===== src/rtl/alarm_pkg.sv =====
// alarm_pkg: shared state encoding, time-field limits and widths for the alarm ring block.
package alarm_pkg;
  localparam int HOURS_MAX = 23;
  localparam int MINS_MAX  = 59;
  localparam int HOURS_W   = 5;
  localparam int MINS_W    = 6;
  typedef enum logic [1:0] {IDLE, RING, SNOOZE} state_t;
  function automatic int max2(input int a, input int b);
    return (a > b) ? a : b;
  endfunction
endpackage


===== src/rtl/alarm_time_ring_if.sv =====
// alarm_time_ring_if: control inputs, clock time and alarm outputs of the alarm ring block.
interface alarm_time_ring_if;
  import alarm_pkg::*;
  logic               sec_tick;
  logic               alarm_mode;
  logic               alarm_on;
  logic               hours;
  logic               mins;
  logic [HOURS_W-1:0] cur_hours;
  logic [MINS_W-1:0]  cur_mins;
  logic               stop;
  logic               snooze;
  logic [HOURS_W-1:0] alm_hours;
  logic [MINS_W-1:0]  alm_mins;
  logic               ring;
  modport master (output sec_tick, alarm_mode, alarm_on, hours, mins, cur_hours, cur_mins, stop, snooze,
                  input alm_hours, alm_mins, ring);
  modport slave  (input sec_tick, alarm_mode, alarm_on, hours, mins, cur_hours, cur_mins, stop, snooze,
                  output alm_hours, alm_mins, ring);
endinterface


===== src/rtl/alarm_wrap_inc.sv =====
// alarm_wrap_inc: registered counter that steps by one on inc_i and wraps from MAX back to zero.
module alarm_wrap_inc #(
  parameter int WIDTH = 5,
  parameter int MAX   = 23
) (
  input  logic             clk,
  input  logic             reset_n,
  input  logic             inc_i,
  output logic [WIDTH-1:0] val_o
);
  logic [WIDTH-1:0] val_q, val_d;
  always_comb val_d = !inc_i ? val_q : (val_q == WIDTH'(MAX)) ? '0 : val_q + 1'b1;
  always_ff @(posedge clk or negedge reset_n)
    if (!reset_n) val_q <= '0;
    else          val_q <= val_d;
  assign val_o = val_q;
endmodule


===== src/rtl/alarm_time_ring.sv =====
// alarm_time_ring: holds the alarm time and rings on a rising time match; snooze via ALARM_SNOOZE_EN.
module alarm_time_ring
  import alarm_pkg::*;
#(
  parameter int RING_SECS   = 60,
  parameter int SNOOZE_SECS = 300
) (
  input logic              clk,
  input logic              reset_n,
  alarm_time_ring_if.slave bus
);
  localparam int CW = $clog2(max2(RING_SECS, SNOOZE_SECS) + 1);
  localparam logic [CW-1:0] RING_LD = CW'(RING_SECS);
  state_t state_q, state_d;
  logic [CW-1:0] cnt_q, cnt_d;
  logic match, match_q, trigger;
  alarm_wrap_inc #(.WIDTH(HOURS_W), .MAX(HOURS_MAX)) u_hours (
    .clk(clk), .reset_n(reset_n), .inc_i(bus.hours & bus.alarm_mode), .val_o(bus.alm_hours));
  alarm_wrap_inc #(.WIDTH(MINS_W), .MAX(MINS_MAX)) u_mins (
    .clk(clk), .reset_n(reset_n), .inc_i(bus.mins & bus.alarm_mode), .val_o(bus.alm_mins));
  assign match   = (bus.cur_hours == bus.alm_hours) && (bus.cur_mins == bus.alm_mins);
  assign trigger = match & ~match_q & bus.alarm_on & ~bus.alarm_mode;
  // match_q resets high so a 00:00 match already present at reset release is not an edge
  always_ff @(posedge clk or negedge reset_n)
    if (!reset_n) begin
      state_q <= IDLE;
      cnt_q   <= '0;
      match_q <= 1'b1;
    end else begin
      state_q <= state_d;
      cnt_q   <= cnt_d;
      match_q <= match;
    end
  always_comb begin
    state_d = state_q;
    cnt_d   = cnt_q;
    if (state_q == IDLE) begin
      if (trigger) begin
        state_d = RING;
        cnt_d   = RING_LD;
      end
    end else if (!bus.alarm_on || bus.alarm_mode || bus.stop) begin
      state_d = IDLE;
      cnt_d   = '0;
    end
`ifdef ALARM_SNOOZE_EN
    else if (state_q == RING && bus.snooze) begin
      state_d = SNOOZE;
      cnt_d   = CW'(SNOOZE_SECS);
    end
`endif
    else if (bus.sec_tick) begin
      if (cnt_q == CW'(1)) begin
        state_d = (state_q == SNOOZE) ? RING : IDLE;
        cnt_d   = (state_q == SNOOZE) ? RING_LD : '0;
      end else begin
        cnt_d = cnt_q - 1'b1;
      end
    end
  end
  always_comb bus.ring = (state_q == RING);
endmodule


===== src/flat_wrapper.sv =====
// flat-port wrapper written by rule: the top's interface ports become plain ports
module alarm_time_ring_flat import alarm_pkg::*;
#(
  parameter int RING_SECS   = 60,
  parameter int SNOOZE_SECS = 300
)
  (clk, reset_n, bus_sec_tick, bus_alarm_mode, bus_alarm_on, bus_hours, bus_mins, bus_cur_hours, bus_cur_mins, bus_stop, bus_snooze, bus_alm_hours, bus_alm_mins, bus_ring);
  alarm_time_ring_if bus_i ();
  input logic clk;
  input logic reset_n;
  input wire logic [$bits(bus_i.sec_tick)-1:0] bus_sec_tick;
  input wire logic [$bits(bus_i.alarm_mode)-1:0] bus_alarm_mode;
  input wire logic [$bits(bus_i.alarm_on)-1:0] bus_alarm_on;
  input wire logic [$bits(bus_i.hours)-1:0] bus_hours;
  input wire logic [$bits(bus_i.mins)-1:0] bus_mins;
  input wire logic [$bits(bus_i.cur_hours)-1:0] bus_cur_hours;
  input wire logic [$bits(bus_i.cur_mins)-1:0] bus_cur_mins;
  input wire logic [$bits(bus_i.stop)-1:0] bus_stop;
  input wire logic [$bits(bus_i.snooze)-1:0] bus_snooze;
  output wire logic [$bits(bus_i.alm_hours)-1:0] bus_alm_hours;
  output wire logic [$bits(bus_i.alm_mins)-1:0] bus_alm_mins;
  output wire logic [$bits(bus_i.ring)-1:0] bus_ring;
  assign bus_i.sec_tick = bus_sec_tick;
  assign bus_i.alarm_mode = bus_alarm_mode;
  assign bus_i.alarm_on = bus_alarm_on;
  assign bus_i.hours = bus_hours;
  assign bus_i.mins = bus_mins;
  assign bus_i.cur_hours = bus_cur_hours;
  assign bus_i.cur_mins = bus_cur_mins;
  assign bus_i.stop = bus_stop;
  assign bus_i.snooze = bus_snooze;
  assign bus_alm_hours = bus_i.alm_hours;
  assign bus_alm_mins = bus_i.alm_mins;
  assign bus_ring = bus_i.ring;
  alarm_time_ring #(.RING_SECS(RING_SECS), .SNOOZE_SECS(SNOOZE_SECS)) u_core (.clk(clk), .reset_n(reset_n), .bus(bus_i));
endmodule

===== config.mk =====
export PLATFORM = sky130hd
export DESIGN_NAME = alarm_time_ring_flat
export DESIGN_NICKNAME = d
export VERILOG_FILES = /design/src/rtl/alarm_pkg.sv /design/src/rtl/alarm_time_ring_if.sv /design/src/rtl/alarm_wrap_inc.sv /design/src/rtl/alarm_time_ring.sv /design/src/flat_wrapper.sv
export SDC_FILE = /design/constraint.sdc
export NUM_CORES = 1
export LEC_CHECK = 0
export BUFFER_PORTS_ARGS = -buffer_cell sky130_fd_sc_hd__buf_2
export CAP_MARGIN = 20
export CELL_PAD_IN_SITES_DETAIL_PLACEMENT = 1
export CELL_PAD_IN_SITES_GLOBAL_PLACEMENT = 1
export CORE_ASPECT_RATIO = 0.9
export CORE_MARGIN = 5
export CORE_UTILIZATION = 40
export DETAILED_ROUTE_END_ITERATION = 12
export HOLD_SLACK_MARGIN = 0.05
export PLACE_DENSITY = 0.78
export SYNTH_ARGS = -nofsm -noshare
export SYNTH_HDL_FRONTEND = slang
export SYNTH_SLANG_ARGS = --single-unit

===== constraint.sdc =====
create_clock -name clk -period 2.05 [get_ports clk]
set_input_delay 0.205 -clock clk [delete_from_list [all_inputs] [get_ports clk]]
set_output_delay 0.205 -clock clk [all_outputs]
set_load 0.01 [all_outputs]

After elaboration in Yosys (flattened, before gate mapping) --
Index checks and enable logic that the tools add are counted.
Word-level totals: register bits after elaboration 23, logic and storage cells 46
Cells by class: add/sub/neg operators 3, equal/unequal tests 8, mux-type cells 14, bitwise operators 7, reduce and logical (&&, ||, !) cells 9
Operator list (count):
- $mux 9 | 5
- $mux 6 | 2
- $mux 2 | 5
- $eq 9x1->1 const B | 1
- $sub 9x1->9 const B | 1
- $add 6x1->6 const B | 1
- $eq 6x6->1 | 1
- $eq 6x6->1 const B | 1
- $reduce_bool 3->1 | 2
- $add 5x1->5 const B | 1
- $and 1x1->1 | 5
- $eq 5x5->1 | 1
- $eq 5x5->1 const B | 1
- $mux 5 | 1
- $reduce_and 3->1 | 1
- $eq 2x1->1 const B | 1
- $eq 2x2->1 const B | 1
- $logic_not 2->1 | 1
- $logic_or 1x1->1 | 2
- $ne 2x1->1 const B | 1
- $not 1->1 | 2
- $reduce_and 2->1 | 1
- $logic_and 1x1->1 | 1
- $logic_not 1->1 | 1
- $mux 1 | 1

Depth between registers and ports, before layout --
word-level depth 7, depth in mapped cells 7

Cells and area by module --
Synthesis repeated with hierarchy kept, for this count alone.
Unflattened totals: cells, all modules 145, area total of the unflattened synthesis 1417.6 um^2
Modules (own cells, without submodules):
- alarm_time_ring | times used 1, cells an instance 97, area an instance 872.1 um^2
- alarm_wrap_inc at u_core.u_mins | times used 1, cells an instance 29, area an instance 311.5 um^2
- alarm_wrap_inc at u_core.u_hours | times used 1, cells an instance 19, area an instance 234.0 um^2

Worst setup path before layout --
No wires, ideal clock.
kind reg-to-reg, start point register u_core.u_mins.val_q[2] (netlist: u_core.u_mins.val_o[2]), end point register u_core.cnt_q[3], arrival time 1.756 ns, data required time 1.925 ns, setup slack 0.169 ns, cell stages (with the launch flop) 8, period minus slack after synthesis 1.881 ns, cells stage by stage dfrtp_1 -> buf_6 -> xor2_2 -> nor4_4 -> nand4_2 -> and2_4 -> buf_6 -> mux2_4
On the way: longest elaborated chain between the ends 7
RTL lines:
- from (decl) | line alarm_wrap_inc.sv:11 | logic [WIDTH-1:0] val_q, val_d;
- from (signal assigned) | line alarm_wrap_inc.sv:15 | else val_q <= val_d;
- $eq 6x6->1 | line alarm_time_ring.sv:21 | assign match = (bus.cur_hours == bus.alm_hours) && (bus.cur_mins == bus.alm_mins);
- $logic_and 1x1->1 | line alarm_time_ring.sv:21
- $and 1x1->1 (3 in series) | line alarm_time_ring.sv:22 | assign trigger = match & ~match_q & bus.alarm_on & ~bus.alarm_mode;
- $ne 2x1->1 (no line)
- $reduce_and 2->1 (no line)
- to (signal assigned) | line alarm_time_ring.sv:31 | cnt_q <= cnt_d;
- to (decl) | line alarm_time_ring.sv:15 | logic [CW-1:0] cnt_q, cnt_d;
Every way passes these cells. A chain may end at the register's enable or synchronous reset.

Worst setup path after layout --
Same ends and word-level chain as after synthesis.

==> metrics.json <==
{
  "run_status": {"value": "finished, final reports clean"},
  "dpl_worst_slack": {"value": 0.264, "unit": "ns"},
  "highest_attainable_clock_frequency": {"value": 573, "unit": "MHz"},
  "slew-limit-headroom": {"value": 0.659},
  "postcts_setup_bufs": {"value": 0},
  "place.port_buffers": {"value": 30},
  "post_cts_resize_count": {"value": 0},
  "rows": {"value": 20},
  "finalWeightedCongestion": {"value": 0.848},
  "report.final.hold_viol_count": {"value": 0},
  "num-fill-cells": {"value": 397},
  "cpMaxStageDelayCell": {"value": "dfrtp_1"},
  "synthesis.yosys.warnings": {"value": 0},
  "critical_path.max_fanout": {"value": 7},
  "cts_tree": {"value": "yes"},
  "grt_setup_unrepaired": {"value": "no"},
  "maximum_number_of_pins_on_one_net_before_global_route_repair": {"value": 23},
  "arrival": {"value": 1.92, "unit": "ns"},
  "die_area": {"value": 4690, "unit": "um2"},
  "fin_skew": {"value": 0.00746, "unit": "ns"},
  "power.total": {"value": 1.68, "unit": "mW"},
  "end_kind": {"value": "register"},
  "grt_pass1_wl": {"value": 6220, "unit": "um"},
  "num_io_pins": {"value": 32},
  "cts_max_path_buffers": {"value": 2},
  "worst_r2r_path_depth": {"value": 5},
  "insertedDiodeCount": {"value": 0},
  "timing.final.setup_violations": {"value": 0},
  "min_path_cells": {"value": 3},
  "ff_latch_area": {"value": 552, "unit": "um2"},
  "fp.dieH": {"value": 65.5, "unit": "um"},
  "synth_enable_flop_cells": {"value": 0},
  "critical_path_required": {"value": 2.22, "unit": "ns"},
  "finalNetCount": {"value": 202},
  "layout_min_cycle_time": {"value": 1.75, "unit": "ns"},
  "dr.first_iter.drc_count": {"value": 48},
  "timing.rr.start": {"value": "u_core.u_mins.val_o[2]"},
  "setup.worst_path.start": {"value": "u_core.u_mins.val_o[2]"},
  "worst-r2r-setup-slack": {"value": 0.30, "unit": "ns"},
  "max_cap_violations": {"value": 0},
  "clk_latency": {"value": 0.28, "unit": "ns"},
  "wire_per_inst": {"value": 16.2, "unit": "um"},
  "dp_hpwl": {"value": 2870, "unit": "um"},
  "core-area": {"value": 3330, "unit": "um2"},
  "syn_to_final_growth": {"value": 21.5, "unit": "%"},
  "via_count": {"value": 1198},
  "final_cell_mix": {"value": "30 x buf_2, 21 x dfrtp_1, 14 x nand2_1, 14 x nor2_1, 12 x xor2_1"},
  "synth_cell_type_count": {"value": 45},
  "clock_tree.htree_level_count": {"value": 1},
  "power_leakage": {"value": 0.766, "unit": "nW"},
  "maxSlewViolCount": {"value": 0},
  "hold_path_end": {"value": "u_core.u_hours.val_o[2]"},
  "critical-path-max-stage-delay": {"value": 0.49, "unit": "ns"},
  "synth_seq_cells": {"value": 22},
  "via_per_inst": {"value": 5.42},
  "worst_pin_slew": {"value": 0.507, "unit": "ns"},
  "most_common_cell_after_layout_fill_and_taps_aside": {"value": "buf_2"},
  "die_width": {"value": 71.6, "unit": "um"},
  "grt_antenna_before_repair": {"value": 0},
  "initial_utilization": {"value": 0.411},
  "cts_made_buffers": {"value": 3},
  "hp-class": {"value": "input pin to register"},
  "hold_ws": {"value": 0.218, "unit": "ns"},
  "min_from": {"value": "bus_hours"},
  "final.period_utilization": {"value": 0.852},
  "setup.worst_path.class": {"value": "register to register"},
  "dr.pass1.iters": {"value": 3},
  "postSynth.asyncResetShare": {"value": 1.00},
  "power_density": {"value": 1010, "unit": "nW/um2"},
  "syn-num-nets": {"value": 166},
  "multi_input_comb_area": {"value": 759, "unit": "um2"},
  "ys_dominant_reg_cell": {"value": "dfrtp_1"},
  "synthCells": {"value": 142},
  "clkSinkCount": {"value": 22},
  "totalNegativeSetupSlack": {"value": 0, "unit": "ns"},
  "fin_ws": {"value": 0.303, "unit": "ns"},
  "worst_setup_sp_type": {"value": "register"},
  "crit_path_cell_trace": {"value": "xor2_2 -> nor4_4 -> nand4_2 -> and2_4 -> mux2_4"},
  "cts-root-buf": {"value": "clkbuf_8"},
  "mapped_avg_cell_area": {"value": 9.63, "unit": "um2"},
  "grtUsageTotal": {"value": 0.173},
  "post-route-drc-count": {"value": 0},
  "detail_route.wirelength": {"value": 3580, "unit": "um"},
  "post_route_cells_drive_above_1_share": {"value": 0.311},
  "synth_seq_area_share": {"value": 0.403},
  "grt_pass1_vias": {"value": 1351},
  "gr_ovfl_total": {"value": 0},
  "clock_transition_at_the_registers_of_the_reported_paths": {"value": 0.09, "unit": "ns"},
  "vdd_drop_max": {"value": 0.000547, "unit": "V"},
  "regToRegEndpoint": {"value": "u_core.cnt_q[3]"},
  "fraction_of_the_core_area_covered_by_cells_at_the_end_of_the_flow": {"value": 0.499},
  "final_antenna_net_count": {"value": 0},
  "syn-cell-area": {"value": 1370, "unit": "um2"}
}
flip-flops by register name, summed over array words and instances (netlist names):
| signal | cells |
|---|---|
| u_core.u_mins.val_o | 6 |
| u_core.match_q | 1 |
| u_core.cnt_q | 9 |
| u_core.state_q | 1 |
| u_core.u_hours.val_o | 5 |
Yosys cell counts, types with 2 or more instances:
| library cell | instances | area, um2 |
|---|---|---|
| o22ai_1 | 2 | 12.5 |
| o31ai_1 | 2 | 15.0 |
| a21oi_1 | 5 | 25.0 |
| nor3_1 | 4 | 20.0 |
| buf_6 | 2 | 22.5 |
| nor4_1 | 2 | 12.5 |
| inv_1 | 5 | 18.8 |
| nand2_1 | 14 | 52.6 |
| xor2_1 | 12 | 105 |
| ha_1 | 4 | 50.1 |
| mux2_2 | 3 | 33.8 |
| xnor2_1 | 3 | 26.3 |
| nand3_1 | 9 | 45.0 |
| nand4_1 | 4 | 25.0 |
| o21ai_0 | 5 | 25.0 |
| clkbuf_1 | 4 | 15.0 |
| dfrtp_1 | 21 | 526 |
| nor2_1 | 14 | 52.6 |
timing repair:
item | CTS | global route
endpoints found under the setup margin | 0 | 0
hold buffers | 1 | 0
hold endpoints to repair | 21 | 0
cell type report:
type / instances / area share
clock buffer: 3 / 0.0248
tap: 44 / 0.0331
multi-input combinational: 109 / 0.457
clock inverter: 1 / 0.0181
timing repair buffer: 37 / 0.123
inverter: 5 / 0.0113
sequential: 22 / 0.332
cells by family after synthesis:
logic type	Yosys count	synth area share
xor+xnor	16	0.108
fa+ha+maj	4	0.0366
flops	22	0.403
buf+inv	11	0.0412
compound gates	26	0.132
simple gates	58	0.236
mux	5	0.0430
critical path: cells and delay by family, from the launching register on:
kind | cells | cell delay, ns
AND/OR/NAND/NOR | 3 | 0.64
flip-flops | 1 | 0.49
XOR/XNOR | 1 | 0.23
multiplexers | 1 | 0.29
worst max-delay path by stage:
stage | to | slack [ns] | cells after the start
5_1_grt | u_core.cnt_q[7] | 0.18 | 6
3_5_place_dp | u_core.cnt_q[3] | 0.26 | 5
3_3_place_gp | u_core.cnt_q[3] | 0.30 | 5
2_1_floorplan | u_core.cnt_q[3] | 0.17 | 7
4_1_cts | u_core.cnt_q[3] | 0.29 | 5
6_report | u_core.cnt_q[3] | 0.30 | 5
layer usage:
metal | track usage | part of all wire | vias to the layer above
li1 | - | - | 576
met1 | 0.198 | 0.41 | 594
met2 | 0.312 | 0.52 | 22
met3 | 0.0443 | 0.044 | 6
met4 | 0.0540 | 0.017 | 0
met5 | 0 | 0 | -
report_power, final:
part | switching [mW] | internal (mW)
sequential | 0.176 | 0.535
clock | 0.161 | 0.262
combinational | 0.283 | 0.260
total | 0.619 | 1.06
stage by stage:
step	cell area, um2	std cells
after detailed placement	1580	216
final	1660	221
after global placement	1580	216
after global routing	1660	221
after CTS	1660	221
after floorplan	1370	142
(Power assumes the default switching activity.)
